### config.mk
export PLATFORM = sky130hd
export DESIGN_NAME = z80_bus_capture
export DESIGN_NICKNAME = d
export VERILOG_FILES = /design/src/rtl/z80_capture_pkg.sv /design/src/rtl/capture_fifo.sv /design/src/rtl/z80_bus_capture.sv
export SDC_FILE = /design/constraint.sdc
export NUM_CORES = 1
export LEC_CHECK = 0
export CAP_MARGIN = 20
export CORE_MARGIN = 2
export CORE_UTILIZATION = 51
export DETAILED_ROUTE_END_ITERATION = 10
export PLACE_DENSITY = 0.74
export SYNTH_ARGS = -nofsm -noshare
export SYNTH_HDL_FRONTEND = slang
export SYNTH_SLANG_ARGS = --single-unit
export TNS_END_PERCENT = 20
### constraint.sdc
create_clock -name wb_clk_i -period 10.88 [get_ports wb_clk_i]
set_input_delay 2.176 -clock wb_clk_i [delete_from_list [all_inputs] [get_ports wb_clk_i]]
set_output_delay 2.176 -clock wb_clk_i [all_outputs]
set_load 0.005 [all_outputs]
### src/rtl/z80_capture_pkg.sv
// z80_capture_pkg -- shared definitions for the Z80 bus capture block.
//
// Holds the bus-cycle type encoding, record field widths, the record width
// for both build variants and the default record FIFO depth.
//
// Build option: define Z80_CAPTURE_TIMESTAMP_EN to prepend a 16-bit
// timestamp to every record (REC_W becomes REC_W_TS instead of REC_W_BASE).
package z80_capture_pkg;

  localparam int TYPE_W = 3;
  localparam int ADDR_W = 16;
  localparam int DATA_W = 8;
  localparam int TS_W   = 16;

  // Record layout, LSB first: data[7:0], addr[23:8], type[26:24], [ts[42:27]]
  localparam int REC_W_BASE = TYPE_W + ADDR_W + DATA_W;
  localparam int REC_W_TS   = TS_W + REC_W_BASE;

`ifdef Z80_CAPTURE_TIMESTAMP_EN
  localparam int REC_W = REC_W_TS;
`else
  localparam int REC_W = REC_W_BASE;
`endif

  localparam int DEFAULT_DEPTH = 8;

  // Bus-cycle types carried in the record; 6 and 7 are reserved.
  typedef enum logic [TYPE_W-1:0] {
    CYC_FETCH  = 3'd0,
    CYC_MEM_RD = 3'd1,
    CYC_MEM_WR = 3'd2,
    CYC_IO_RD  = 3'd3,
    CYC_IO_WR  = 3'd4,
    CYC_INTA   = 3'd5
  } cyc_type_e;

  // Classify the current bus cycle from the active-low control pins.
  // Only meaningful while the cycle is active. Interrupt acknowledge
  // (M1 together with IORQ) is tested first because it also has M1 low,
  // and opcode fetch is tested before plain memory read because a fetch
  // also drives RD low.
  function automatic cyc_type_e decode_type(
    input logic m1_n,
    input logic mreq_n,
    input logic iorq_n,
    input logic wr_n
  );
    cyc_type_e t;
    t = CYC_FETCH;
    if (!m1_n && !iorq_n) begin
      t = CYC_INTA;
    end else if (!m1_n && !mreq_n) begin
      t = CYC_FETCH;
    end else if (!mreq_n) begin
      t = wr_n ? CYC_MEM_RD : CYC_MEM_WR;
    end else if (!iorq_n) begin
      t = wr_n ? CYC_IO_RD : CYC_IO_WR;
    end
    return t;
  endfunction

endpackage

### src/rtl/capture_fifo.sv
// capture_fifo -- first-word-fall-through record FIFO.
//
// Ports:
//   clk, rst      clock, synchronous active-high reset
//   push, wdata   write request and record to store
//   pop           read request; ignored while empty
//   rdata         head record (zero while empty)
//   valid         FIFO not empty
//   level         number of stored entries, 0..DEPTH
//   drop          push refused because the FIFO was full and not popping
//
// Handshake: an entry leaves at an edge where valid & pop; a new entry
// is accepted at an edge where push & (not full or leaving at the same
// edge). A push into an empty FIFO is stored, never bypassed, so it
// appears on rdata one cycle later.
module capture_fifo
  import z80_capture_pkg::*;
#(
  parameter int WIDTH = REC_W_BASE,
  parameter int DEPTH = DEFAULT_DEPTH
) (
  input  logic                   clk,
  input  logic                   rst,
  input  logic                   push,
  input  logic [WIDTH-1:0]       wdata,
  input  logic                   pop,
  output logic [WIDTH-1:0]       rdata,
  output logic                   valid,
  output logic [$clog2(DEPTH):0] level,
  output logic                   drop
);

  localparam int PTR_W   = $clog2(DEPTH);
  localparam int LEVEL_W = PTR_W + 1;

  logic [WIDTH-1:0] mem [DEPTH];
  logic [PTR_W-1:0] wr_ptr;
  logic [PTR_W-1:0] rd_ptr;
  logic             full;
  logic             pop_ok;
  logic             push_ok;

  assign valid   = (level != '0);
  assign full    = (level == LEVEL_W'(DEPTH));
  assign pop_ok  = pop & valid;
  // A full FIFO that is popping at the same edge still has room.
  assign push_ok = push & (~full | pop_ok);
  assign drop    = push & full & ~pop_ok;

  // Pointers wrap naturally because DEPTH is a power of two.
  always_ff @(posedge clk) begin
    if (rst) begin
      wr_ptr <= '0;
      rd_ptr <= '0;
      level  <= '0;
    end else begin
      if (push_ok) begin
        wr_ptr <= wr_ptr + 1'b1;
      end
      if (pop_ok) begin
        rd_ptr <= rd_ptr + 1'b1;
      end
      case ({push_ok, pop_ok})
        2'b10:   level <= level + 1'b1;
        2'b01:   level <= level - 1'b1;
        default: level <= level;
      endcase
    end
  end

  // Storage carries no reset; rdata is forced to zero while empty so
  // stale contents never show on the output.
  always_ff @(posedge clk) begin
    if (push_ok) begin
      mem[wr_ptr] <= wdata;
    end
  end

  assign rdata = valid ? mem[rd_ptr] : '0;

endmodule

### src/rtl/z80_bus_capture.sv
// z80_bus_capture -- passive Z80 bus monitor that records completed bus
// cycles into a FIFO.
//
// Ports:
//   wb_clk_i, wb_rst_i   clock and synchronous active-high reset; the Z80
//                        pins are synchronous to wb_clk_i
//   en                   capture enable; completions are discarded while low
//   m1_n, mreq_n, iorq_n, rd_n, wr_n, rfsh_n
//                        Z80 control pins, active-low
//   addr[15:0], dbus[7:0] Z80 address and data bus
//   rec_valid            a record is available
//   rec_data             head record {[ts], type[2:0], addr[15:0], data[7:0]}
//   rec_ready            consume the head record when rec_valid is high
//   level                number of buffered records
//   ovf_cnt              saturating count of records dropped on a full FIFO
//   ovf_clr              clears ovf_cnt (wins over a simultaneous drop)
//
// Handshake: rec_data is first-word-fall-through; a record is consumed at
// every edge where rec_valid and rec_ready are both high.
//
// Build option: Z80_CAPTURE_TIMESTAMP_EN adds a 16-bit free-running
// counter; each record then carries its completion-edge count in [42:27].
module z80_bus_capture
  import z80_capture_pkg::*;
#(
  parameter int DEPTH = DEFAULT_DEPTH  // power of two, at least 2
) (
  input  logic                   wb_clk_i,
  input  logic                   wb_rst_i,
  input  logic                   en,
  input  logic                   m1_n,
  input  logic                   mreq_n,
  input  logic                   iorq_n,
  input  logic                   rd_n,
  input  logic                   wr_n,
  input  logic                   rfsh_n,
  input  logic [ADDR_W-1:0]      addr,
  input  logic [DATA_W-1:0]      dbus,
  output logic                   rec_valid,
  output logic [REC_W-1:0]       rec_data,
  input  logic                   rec_ready,
  output logic [$clog2(DEPTH):0] level,
  output logic [7:0]             ovf_cnt,
  input  logic                   ovf_clr
);

  logic              active;
  logic              active_q;
  logic              completion;
  logic              push;
  logic              drop;
  logic [TYPE_W-1:0] cap_type;
  logic [ADDR_W-1:0] cap_addr;
  logic [DATA_W-1:0] cap_data;
  logic [REC_W-1:0]  push_rec;

  // A memory cycle counts only outside refresh, so refresh cycles never
  // become records. An M1 with IORQ is an interrupt acknowledge, which
  // drives neither RD nor WR.
  assign active = (~mreq_n & rfsh_n & (~rd_n | ~wr_n)) |
                  (~iorq_n & (~rd_n | ~wr_n | ~m1_n));

  // The cycle ends on the first edge where it is no longer active; the
  // captured fields then hold the last sample taken while it was active.
  assign completion = active_q & ~active;

  // While en is low active_q keeps tracking, but nothing reaches the FIFO,
  // so no drop can be counted either.
  assign push = completion & en;

  always_ff @(posedge wb_clk_i) begin
    if (wb_rst_i) begin
      active_q <= 1'b0;
      cap_type <= '0;
      cap_addr <= '0;
      cap_data <= '0;
    end else begin
      active_q <= active;
      if (active) begin
        cap_type <= decode_type(m1_n, mreq_n, iorq_n, wr_n);
        cap_addr <= addr;
        cap_data <= dbus;
      end
    end
  end

  // Drop counter saturates at 255; a clear at the same edge as a drop wins.
  always_ff @(posedge wb_clk_i) begin
    if (wb_rst_i) begin
      ovf_cnt <= '0;
    end else if (ovf_clr) begin
      ovf_cnt <= '0;
    end else if (drop && (ovf_cnt != 8'hFF)) begin
      ovf_cnt <= ovf_cnt + 8'd1;
    end
  end

`ifdef Z80_CAPTURE_TIMESTAMP_EN
  logic [TS_W-1:0] ts_cnt;

  // Free-running from reset; the value stamped is the one present at the
  // completion edge, before this edge's increment.
  always_ff @(posedge wb_clk_i) begin
    if (wb_rst_i) begin
      ts_cnt <= '0;
    end else begin
      ts_cnt <= ts_cnt + 1'b1;
    end
  end

  assign push_rec = {ts_cnt, cap_type, cap_addr, cap_data};
`else
  assign push_rec = {cap_type, cap_addr, cap_data};
`endif

  capture_fifo #(
    .WIDTH(REC_W),
    .DEPTH(DEPTH)
  ) u_fifo (
    .clk  (wb_clk_i),
    .rst  (wb_rst_i),
    .push (push),
    .wdata(push_rec),
    .pop  (rec_ready),
    .rdata(rec_data),
    .valid(rec_valid),
    .level(level),
    .drop (drop)
  );

endmodule

==> summary.md <==
| Metric | Value |
|---|---|
| Pin count of the biggest net entering global routing | 55 |
| Tot GR Track Use | around a fifth |
| Vias in the first global route | 5646 |
| Critical-path cell list | buf_16, mux4_2, mux2i_1, nor2_1, clkdlybuf4s50_1 |
| Fin crit period | 4.929 ns |
| CTS Hold Bufs | 0 |
| RSZ-0062 raised after global routing | no |
| Post-CTS Repair Setup Buffers | 0 |
| Num rows | 52 |
| Root buffer cell | clkbuf_16 |
| H-tree Lvls | 1 |
| Via density | 5.624 |
| Slowest cell delay on critical path | between 0.5 and 0.6 ns |
| Pleak | 3.970 nW |
| Antenna fix cells | 0 |
| Post-synthesis net count | 646 |
| Critical Path Source Type | flip-flop |
| Core ar. | 20100 um2 |
| DR WL met3 | ~1100 um |
| Hold WS | 0.4881 ns |
| Setup TNS | 0 ns |
| I/O pin total | 75 |
| Crit-path max FO | roughly 40 |
| Most common cell after layout, fill and taps aside | edfxtp_1 |
| Gr ovfl total | 0 |
| Slew headroom | 30.20% |
| Routed Antenna Nets | 0 |
| Crit end category | output pin |
| CTS tree | done |
| Yosys reg bits | 265 |
| Post-synth cell types | around 50 |
| Die area | approximately 21000 um2 |
| Critical Setup Path Class | reg -> out |
| Fin Clk Skew | 0.006918 ns |
| Arr. time, crit path | between 2 and 3 ns |
| Area growth syn-to-layout | 18.87% |
| Final Setup Violations | 0 |
| Met2 wire length | 10080 um |
| Share of cells above drive strength 1 | around 18% |
| Initial core utilization | 51.51% |
| Slowest stage cell, crit path | dfxtp_4 |
| Iter 0 DRT Violations | between 400 and 500 |
| First-pass GRT wire length | 31280 um |
| DRT Pass-1 Iters | 5 |
| Number of synthesized flops with an enable pin | between 200 and 250 |
| Status | finished clean |
| Fin. Hold Viols | 0 |
| Met1 wire length | 8647 um |
| Syn Area/Cell | 17.12 um2 |
| Async set-or-reset flop fraction in the synthesized netlist | 0% |
| Die width | 146.5 um |
| Post-CTS Resized | 0 |
| Final Max Tran Viols | 0 |
| FMAX | 202.9 MHz |
| Worst vdd ir | 124.4 uV |
| Antenna violations before repair | 0 |
| Final wirelength | 20070 um |
| Clk sinks | around 270 |
| Clock Latency Late Sink | 0.51 ns |
| Warnings from Yosys | 0 |
| Required time of the critical path | 8.70 ns |
| Clk slew on worst S/H paths | 0.06 ns |
| Worst hold path class | reg -> reg |
| Slew @ Worst Pin | roughly 1.0 ns |
| Placed wire-length estimate | between 10000 and 15000 um |
| Via Count | 5500 |
| Period utilization | roughly 45% |
| Deepest clock path buffer count | 3 |
| Routability cong. | around 0.83 |
| Post-synthesis instance total | 605 |
| Synth Cell Area | 10350 um2 |
| Prevailing post-synth register cell | edfxtp_1 |
| Drt drc | 0 |
| CTS buffer count | 26 |
| Max capacitance violation total | 0 |
| Post-synthesis sequential area ratio | 72.11% |
| IO buf count | 74 |
| WL per Instance | around 21 um |
| Max Used Layer | met4 |
| Pwr dens | about 190 nW/um2 |
| Nets | 729 |
| Most frequent cells in the layout | edfxtp_1 (216), clkdlybuf4s50_1 (73), nand2_1 (61), mux4_2 (54), dfxtp_1 (46) |
| DIE HEIGHT | 146.5 um |
## cells in the mapped netlist (2+ instances only)
cell / number / share of area (%)
ha_1: 6 / 0.72
a21oi_1: 34 / 1.6
edfxtp_1: 216 / 63
a32o_1: 2 / 0.19
nand4_1: 6 / 0.36
and3_1: 3 / 0.18
mux2i_1: 34 / 3.3
or2_1: 2 / 0.12
buf_1: 4 / 0.14
o31ai_1: 3 / 0.22
or3_1: 6 / 0.36
xor2_1: 4 / 0.34
inv_1: 2 / 0.073
nor3_1: 2 / 0.097
buf_2: 10 / 0.48
nand2_1: 61 / 2.2
a41o_1: 2 / 0.19
nand3_1: 4 / 0.19
clkbuf_1: 15 / 0.54
buf_6: 2 / 0.22
dfxtp_1: 49 / 9.5
mux4_2: 54 / 12
o21ai_0: 5 / 0.24
nor2_1: 48 / 1.7
nand2b_1: 6 / 0.36
a31oi_1: 2 / 0.12
## area by class of cell
cell class,count,area (um2)
multi-input cells,306,2765
flip-flops and latches,265,7473
well taps,270,337.8
fillers,1378,7795
clock buffers,36,759.5
clock inverters,12,116.4
repair buffers,86,845.8
inverters,3,11.26
## path summary, 6_finish.rpt
kind	cells past startpoint	slack, ns	endpoint	start
setup / recovery	5	5.95	rec_data[1]	flip-flop
hold / removal	2	0.49	ovf_cnt[5]	ovf_cnt[5]
setup reg to reg	11	7.73	u_fifo.level[2]	u_fifo.level[0]
hold reg to reg	2	0.49	ovf_cnt[5]	ovf_cnt[5]
## power by group
group | internal [mW] | total [mW] | switching [mW]
clock | 0.535 | 0.889 | 0.355
combinational | 0.148 | 0.266 | 0.117
sequential | 1.11 | 1.14 | 0.0266
## critical path, delay by kind of cell (launching register included)
kind | cells | cell delay, ns
mux | 2 | 0.82
simple gates | 1 | 0.07
flops | 1 | 0.54
buf+inv | 2 | 0.80
## per-layer routing
layer	GRT usage (%)	vias to the layer above
li1	-	2523
met1	25.78	2797
met2	32.10	156
met3	2.813	24
met4	4.563	0
met5	0	-
## cells by family after synthesis
family / count (synthesis) / synth area share, %
compound gates: 53 / 2.985
xor+xnor: 5 / 0.4954
fa+ha+maj: 6 / 0.7250
buf+inv: 34 / 1.498
flops: 265 / 72.11
mux: 89 / 15.14
simple gates: 153 / 7.045
## state kept, by name (all words and copies together), names as in the netlist, named ones only
signal	flops
u_fifo.mem	216
cap_addr	16
cap_data	8
ovf_cnt	8
u_fifo.level	4
cap_type	3
u_fifo.rd_ptr	3
u_fifo.wr_ptr	3
active_q	1
## metrics by stage
step	setup WS, ns	instance area, um2	std cells	util [%]	power (mW)
5_1_grt	5.795	12310	978	61.23	2.373
4_1_cts	5.893	12310	978	61.23	2.315
3_5_place_dp	5.499	11430	930	56.87	1.432
3_3_place_gp	5.578	11410	929	56.73	1.421
2_1_floorplan	5.558	10350	605	-	1.316
6_report	5.951	12310	978	61.23	2.294
Power figures use the tool's default switching activity.
